File: config.mk
export PLATFORM = sky130hd
export DESIGN_NAME = regfile_dump_reader
export DESIGN_NICKNAME = d
export VERILOG_FILES = /design/src/rtl/regfile_dump_reader.sv
export SDC_FILE = /design/constraint.sdc
export NUM_CORES = 1
export LEC_CHECK = 0
export CAP_MARGIN = 20
export CORE_MARGIN = 2
export CORE_UTILIZATION = 45
export DETAILED_ROUTE_END_ITERATION = 12
export PLACE_DENSITY = 0.94
export SLEW_MARGIN = 25
export SYNTH_ARGS = -nofsm -noshare
export SYNTH_HDL_FRONTEND = slang
export SYNTH_SLANG_ARGS = --single-unit
File: constraint.sdc
create_clock -name clk -period 4 [get_ports clk]
set_clock_uncertainty 0.1 [all_clocks]
set_input_delay 1 -clock clk [delete_from_list [all_inputs] [get_ports clk]]
set_output_delay 1 -clock clk [all_outputs]
set_load 0.005 [all_outputs]
File: src/rtl/regfile_dump_reader.sv
// regfile_dump_reader
//   Walks register indices FIRST..LAST through one spare read port of the CPU
//   register file. Each word is captured and presented as an (index, data) beat
//   over a valid/ready handshake to a debug/display consumer. Read-only.
//
// Ports
//   clk        rising-edge clock
//   reset      synchronous, active-high reset
//   start      begin a dump (only looked at in IDLE)
//   abort      cancel a dump in progress (READ/SEND), wins over start/handshake
//   rd_addr    registered index driven to the register-file read port
//   rd_data    combinational read data for rd_addr
//   out_valid  beat valid
//   out_ready  consumer accepts when out_valid & out_ready
//   out_idx    index of the presented word
//   out_data   presented word
//   busy       high in READ or SEND
//   done       single-cycle pulse after the last beat is accepted
module regfile_dump_reader #(
  parameter int DATA_W = 32,
  parameter int ADDR_W = 5,
  parameter int FIRST  = 0,
  parameter int LAST   = 31
) (
  input  logic              clk,
  input  logic              reset,
  input  logic              start,
  input  logic              abort,
  output logic [ADDR_W-1:0] rd_addr,
  input  logic [DATA_W-1:0] rd_data,
  output logic              out_valid,
  input  logic              out_ready,
  output logic [ADDR_W-1:0] out_idx,
  output logic [DATA_W-1:0] out_data,
  output logic              busy,
  output logic              done
);

  localparam logic [ADDR_W-1:0] FIRST_IDX = ADDR_W'(FIRST);
  localparam logic [ADDR_W-1:0] LAST_IDX  = ADDR_W'(LAST);

  typedef enum logic [1:0] {IDLE, READ, SEND, DONE} state_t;

  state_t state;

  // rd_addr doubles as the walk index: it is only advanced together with the
  // index, so a separate counter would always hold the same value.
  always_ff @(posedge clk) begin
    if (reset) begin
      state     <= IDLE;
      rd_addr   <= '0;
      out_idx   <= '0;
      out_data  <= '0;
      out_valid <= 1'b0;
      busy      <= 1'b0;
      done      <= 1'b0;
    end else begin
      done <= 1'b0;
      case (state)
        IDLE: begin
          if (start) begin
            state   <= READ;
            rd_addr <= FIRST_IDX;
            busy    <= 1'b1;
          end
        end

        // Read port has had the whole cycle to settle on rd_addr.
        READ: begin
          if (abort) begin
            state <= IDLE;
            busy  <= 1'b0;
          end else begin
            out_data  <= rd_data;
            out_idx   <= rd_addr;
            out_valid <= 1'b1;
            state     <= SEND;
          end
        end

        SEND: begin
          if (abort) begin
            state     <= IDLE;
            out_valid <= 1'b0;
            busy      <= 1'b0;
          end else if (out_ready) begin
            out_valid <= 1'b0;
            // Compare before incrementing so LAST = 2**ADDR_W-1 never wraps.
            if (rd_addr == LAST_IDX) begin
              state <= DONE;
              busy  <= 1'b0;
              done  <= 1'b1;
            end else begin
              rd_addr <= rd_addr + ADDR_W'(1);
              state   <= READ;
            end
          end
        end

        // done is high for exactly this cycle; start/abort are ignored here.
        DONE: state <= IDLE;

        default: begin
          state     <= IDLE;
          out_valid <= 1'b0;
          busy      <= 1'b0;
        end
      endcase
    end
  end

endmodule

Word level (Yosys, flattened, before mapping)
Index checks and enable logic that the tools add are counted.

Flip-flop bits (word level): 47. Latch bits: 0. RAM bits: 0. ROM bits: 0. Input bits: 37. Word-level logic and storage cells: 55. Memories: 0.

Add/subtract/negate cells: 1. Multipliers: 0. Divide/modulo/power cells: 0. $lt $le $gt $ge: 0. Equal/unequal tests: 12. Shift-type cells: 0. Multiplexer cells: 22. Bitwise operators: 3. Reduce and logical (&&, ||, !) cells: 10.

Operators by type and width (count): two-way mux 5 bit (4); inequality test 2 bit, second input constant (6); two-way mux 2 bit (5); case mux 5 bit (2 select lines) (1); AND reduction 5 bit (2); two-way mux 1 bit (9); case mux 2 bit (4 select lines) (1); inequality test 3 bit, second input constant (2); adder 5 x 1 -> 5 bit, second input constant (1); equality test 5 bit, second input constant (1); equality test 2 bit, second input constant (2); AND reduction 2 bit (2); nonzero test 2 bit (2); OR reduction 4 bit (1); inverter 1 bit (3); case mux 1 bit (3 select lines) (1); AND reduction 3 bit (1); nonzero test 3 bit (1); equality test 2 x 1 -> 1 bit, second input constant (1); logical NOT 2 bit (1); case mux 1 bit (2 select lines) (1).

Depth between registers and ports, before layout
Depth in word-level cells: 5. Depth in mapped cells: 7.

Worst setup path after synthesis
Ideal clock, no wire load.

Path type: input -> register. Start point: input start. End point: register busy. Arrival time: 1.756 ns. Required time: 3.777 ns. Slack: 2.021 ns. Cell stages on the path: 4. Cell sequence: nand2b_1 > o21ai_2 > nor4_2 > mux2_1.

Longest elaborated chain between the ends: 2.

RTL lines: start: declaration (RTL line 27) `input logic start,`; inequality test 2 bit (no source line); AND reduction 5 bit (no source line); end signal: assignment (RTL line 55) `busy <= 1'b0;`; end signal: assignment (RTL line 64) `busy <= 1'b1;`; end signal: assignment (RTL line 72) `busy <= 1'b0;`; end: declaration (RTL line 35) `output logic busy,`.

No other way between the ends. A chain may end at the register's enable or synchronous reset.

Final worst setup path
Start point: input abort. End point: register busy.

Longest elaborated chain between the ends: 2. Elaborated cells between the ends (all ways): 6. Those cells by class: eq/ne (3); mux (2); reduce/logical (1).

RTL lines: start: declaration (RTL line 28) `input logic abort,`; inequality test 3 bit (no source line), or another cell as far along; AND reduction 5 bit (no source line) / case mux 1 bit (3 select lines) (equally long branches).

Parallel ways exist; a longest one is shown, timed or not.

==> results.tsv <==
stage	metric	value	unit
setup_path	slowest_delay	0.58	ns
drt	ant_nets	0	
setup_path	critPathTopFamily	buffers and inverters	
placed_design	dp_cells	347	
sta	finalSetupViolCount	0	
sta	rsz0062_at_grt	no	
clock_network	htreeDepth	2	
yosys	avgSynthCellArea	8.22	um2
worst_hold_path	hp-start	out_idx[2]$_SDFFE_PP0P_	
power_and_ir_drop	p_int	0.760	mW
power_and_ir_drop	powerDensity	353	nW/um2
floorplanning	ios	82	
placed_design	gp_congestion	0.822	
yosys	syn_inst	228	
power_and_ir_drop	power.total	0.983	mW
setup_path	cp_cell_sequence	clkdlybuf4s50_1, nor2b_2, buf_4, nor4_2, mux2_1	
floorplanning	die-area	4690	um2
power_and_ir_drop	combPwrFrac	15.9	%
setup_path	cp_max_fo	39	
setup_path	crit_buf_inv	2	
placed_design	placed_cell_area	2680	um2
global_routing	track_usage	19.1	%
power_and_ir_drop	ir_worst_vdd	0.224	mV
sta	setup_slack	1.55	ns
global_routing	antenna_found_initial	0	
clock_network	cts-resized-gates	0	
clock_network	cts.path.max_buffers	2	
yosys	ys.flop_type	dfxtp_1	
finish	layout.cells.non_filler	354	
drt	vias	1765	
clock_network	numCtsBuffers	5	
finish	drive_above_1_share	4.61	%
power_and_ir_drop	p_switching	0.223	mW
floorplanning	die_h	68.5	um
yosys	synth_top_area_cell	dfxtp_1	
power_and_ir_drop	clockPowerShare	33.3	%
drt	drc	0	
clock_network	cts_tree	built	
finish	layout_common_cells	clkdlybuf4s50_1 (80), nand2_1 (79), dfxtp_1 (47)	
sta	worst_slew_pin_slew	0.868	ns
setup_path	worst_setup_path_end_kind	flip-flop	
finish	areaGrowthSynthToFinish	48.8	%
drt	finalWirelength	4380	um
global_routing	overflow	0	
clock_network	cts_setup_buffers	0	
global_routing	grt_max_degree	51	
yosys	synth_fp_nets	272	
yosys	synth-seq-cells	47	
clock_network	cts_root_buf	clkbuf_8	
power_and_ir_drop	p_seq_share	50.8	%
yosys	yosysUniqueCellTypes	28	
power_and_ir_drop	leakagePower	1.00	nW
clock_network	clk_latency	0.29	ns
setup_path	cp-start-kind	input pin	
setup_path	r2r-start	rd_addr[0]$_SDFFE_PP0P_	
floorplanning	die_w	68.5	um
finish	diodes	0	
global_routing	grt_pass1_vias	1602	
floorplanning	start_util	46.8	%
setup_path	critical_path_arrival	2.52	ns
finish	fin_area	2790	um2
setup_path	cp_slowest_cell	clkdlybuf4s50_1	
sta	hold_viol_final	0	
floorplanning	rows	23	
setup_path	critPathKind	in -> reg	
global_routing	grt_pass1_wl	6840	um
floorplanning	core	4000	um2
setup_path	critPathLaunch	abort	
finish	nNetsFinal	348	
finish	final_util	69.7	%
clock_network	ctsHoldBuffers	0	
run_status	outcome	completed	
worst_hold_path	min_path_type	reg -> reg	
yosys	synth_area_leaders	dfxtp_1 (50%), nand2_1 (16%), a21oi_1 (11%)	
sta	slew_violations	0	
yosys	async_reset_ff_share	0	%
yosys	synth.yosys.seq_area_share	50.2	%
power_and_ir_drop	switching_share	22.7	%
sta	fin_crit	2.45	ns
sta	finalCritPeriodShare	61.1	%
drt	drtPass1Iterations	5	
finish	final_common_cell	clkdlybuf4s50_1	
finish	nFillCells	354	
flow_run	max_cap_viol_count	0	
sta	max_slew_margin	42.1	%
placed_design	place_ws	1.22	ns
sta	hold_ws	0.354	ns
sta	fmax	409	MHz
setup_path	crit_required	4.07	ns
clock_network	path_clk_slew	0.08	ns
sta	finalSetupTns	0	ns
placed_design	port_buffers	81	
clock_network	numClockSinks	47	
placed_design	dp_hpwl	3010	um
drt	drt-wirelength-per-cell	12.4	um
yosys	synth_edf_count	0	
drt	dr.first_iter.drc_count	102	
yosys	syn_area	1870	um2
yosys	synth.top_cell.area_share	50.2	%
yosys	ys_warn_count	0	
drt	vias_per_cell	4.99	
==> path summary, 6_finish.rpt <==
path / endpoint / slack (ns) / depth (start not counted)
max reg2reg: rd_addr[4]$_SDFFE_PP0P_ / 1.96 / 7
max: busy$_SDFFE_PP0P_ / 1.55 / 5
min: out_idx[2]$_SDFFE_PP0P_ / 0.35 / 2
min reg2reg: out_idx[2]$_SDFFE_PP0P_ / 0.35 / 2
==> power by group through the flow <==
stage	Sequential, mW	Clock (mW)	Combinational, mW
floorplan	0.512	0	0.0695
CTS	0.500	0.339	0.158
detailed placement	0.511	0	0.157
finish	0.500	0.328	0.156
global route	0.502	0.357	0.173
global placement	0.510	0	0.153
==> flip-flops by register name, summed over array words and instances, names as in the netlist <==
signal / flops
done: 1
out_valid: 1
out_data: 32
busy: 1
out_idx: 5
state: 2
rd_addr: 5
==> kinds of logic (layout without fill, tap and decap cells) <==
family	Yosys count	after routing	share of synthesized area, %
flops	47	47	50.2
fa+ha+maj	7	7	4.68
compound gates	50	50	15.0
mux	2	2	1.14
buf+inv	19	95	5.01
simple gates	103	103	24.0
==> layer usage <==
metal | GRT usage [%] | vias to the layer above | routed length (um)
met3 | 5.03 | 6 | 300
li1 | - | 898 | -
met2 | 33.7 | 52 | 2180
met5 | 0 | - | 0
met4 | 7.50 | 0 | 43
met1 | 21.9 | 809 | 1860
==> area by class of cell <==
cell class | count | area, um2 | share of cell area (%)
Multi-Input combinational cell | 162 | 841 | 30.2
Inverter | 5 | 18.8 | 0.674
Clock buffer | 6 | 72.6 | 2.60
Tap cell | 50 | 62.6 | 2.25
Timing Repair Buffer | 83 | 821 | 29.5
Sequential cell | 47 | 941 | 33.8
Clock inverter | 1 | 30.0 | 1.08
==> synth_stat cells, drive strengths merged, types with 2 or more instances <==
library cell and count:
nand3 3, nand3b 3, dfxtp 47, inv 5
clkbuf 6, ha 7, nand2b 3, nor3b 2
nor2 7, nand2 79, a21oi 40, buf 8
o31ai 2, o21ai 3, nor2b 3
==> tightest hold or removal path, delay by kind of cell (launching register included) <==
kind | cells | cell delay (ns)
and+or+nand+nor | 1 | 0.05
AOI/OAI and AO/OA | 1 | 0.05
DFF | 1 | 0.31
Power figures use the tool's default switching activity.
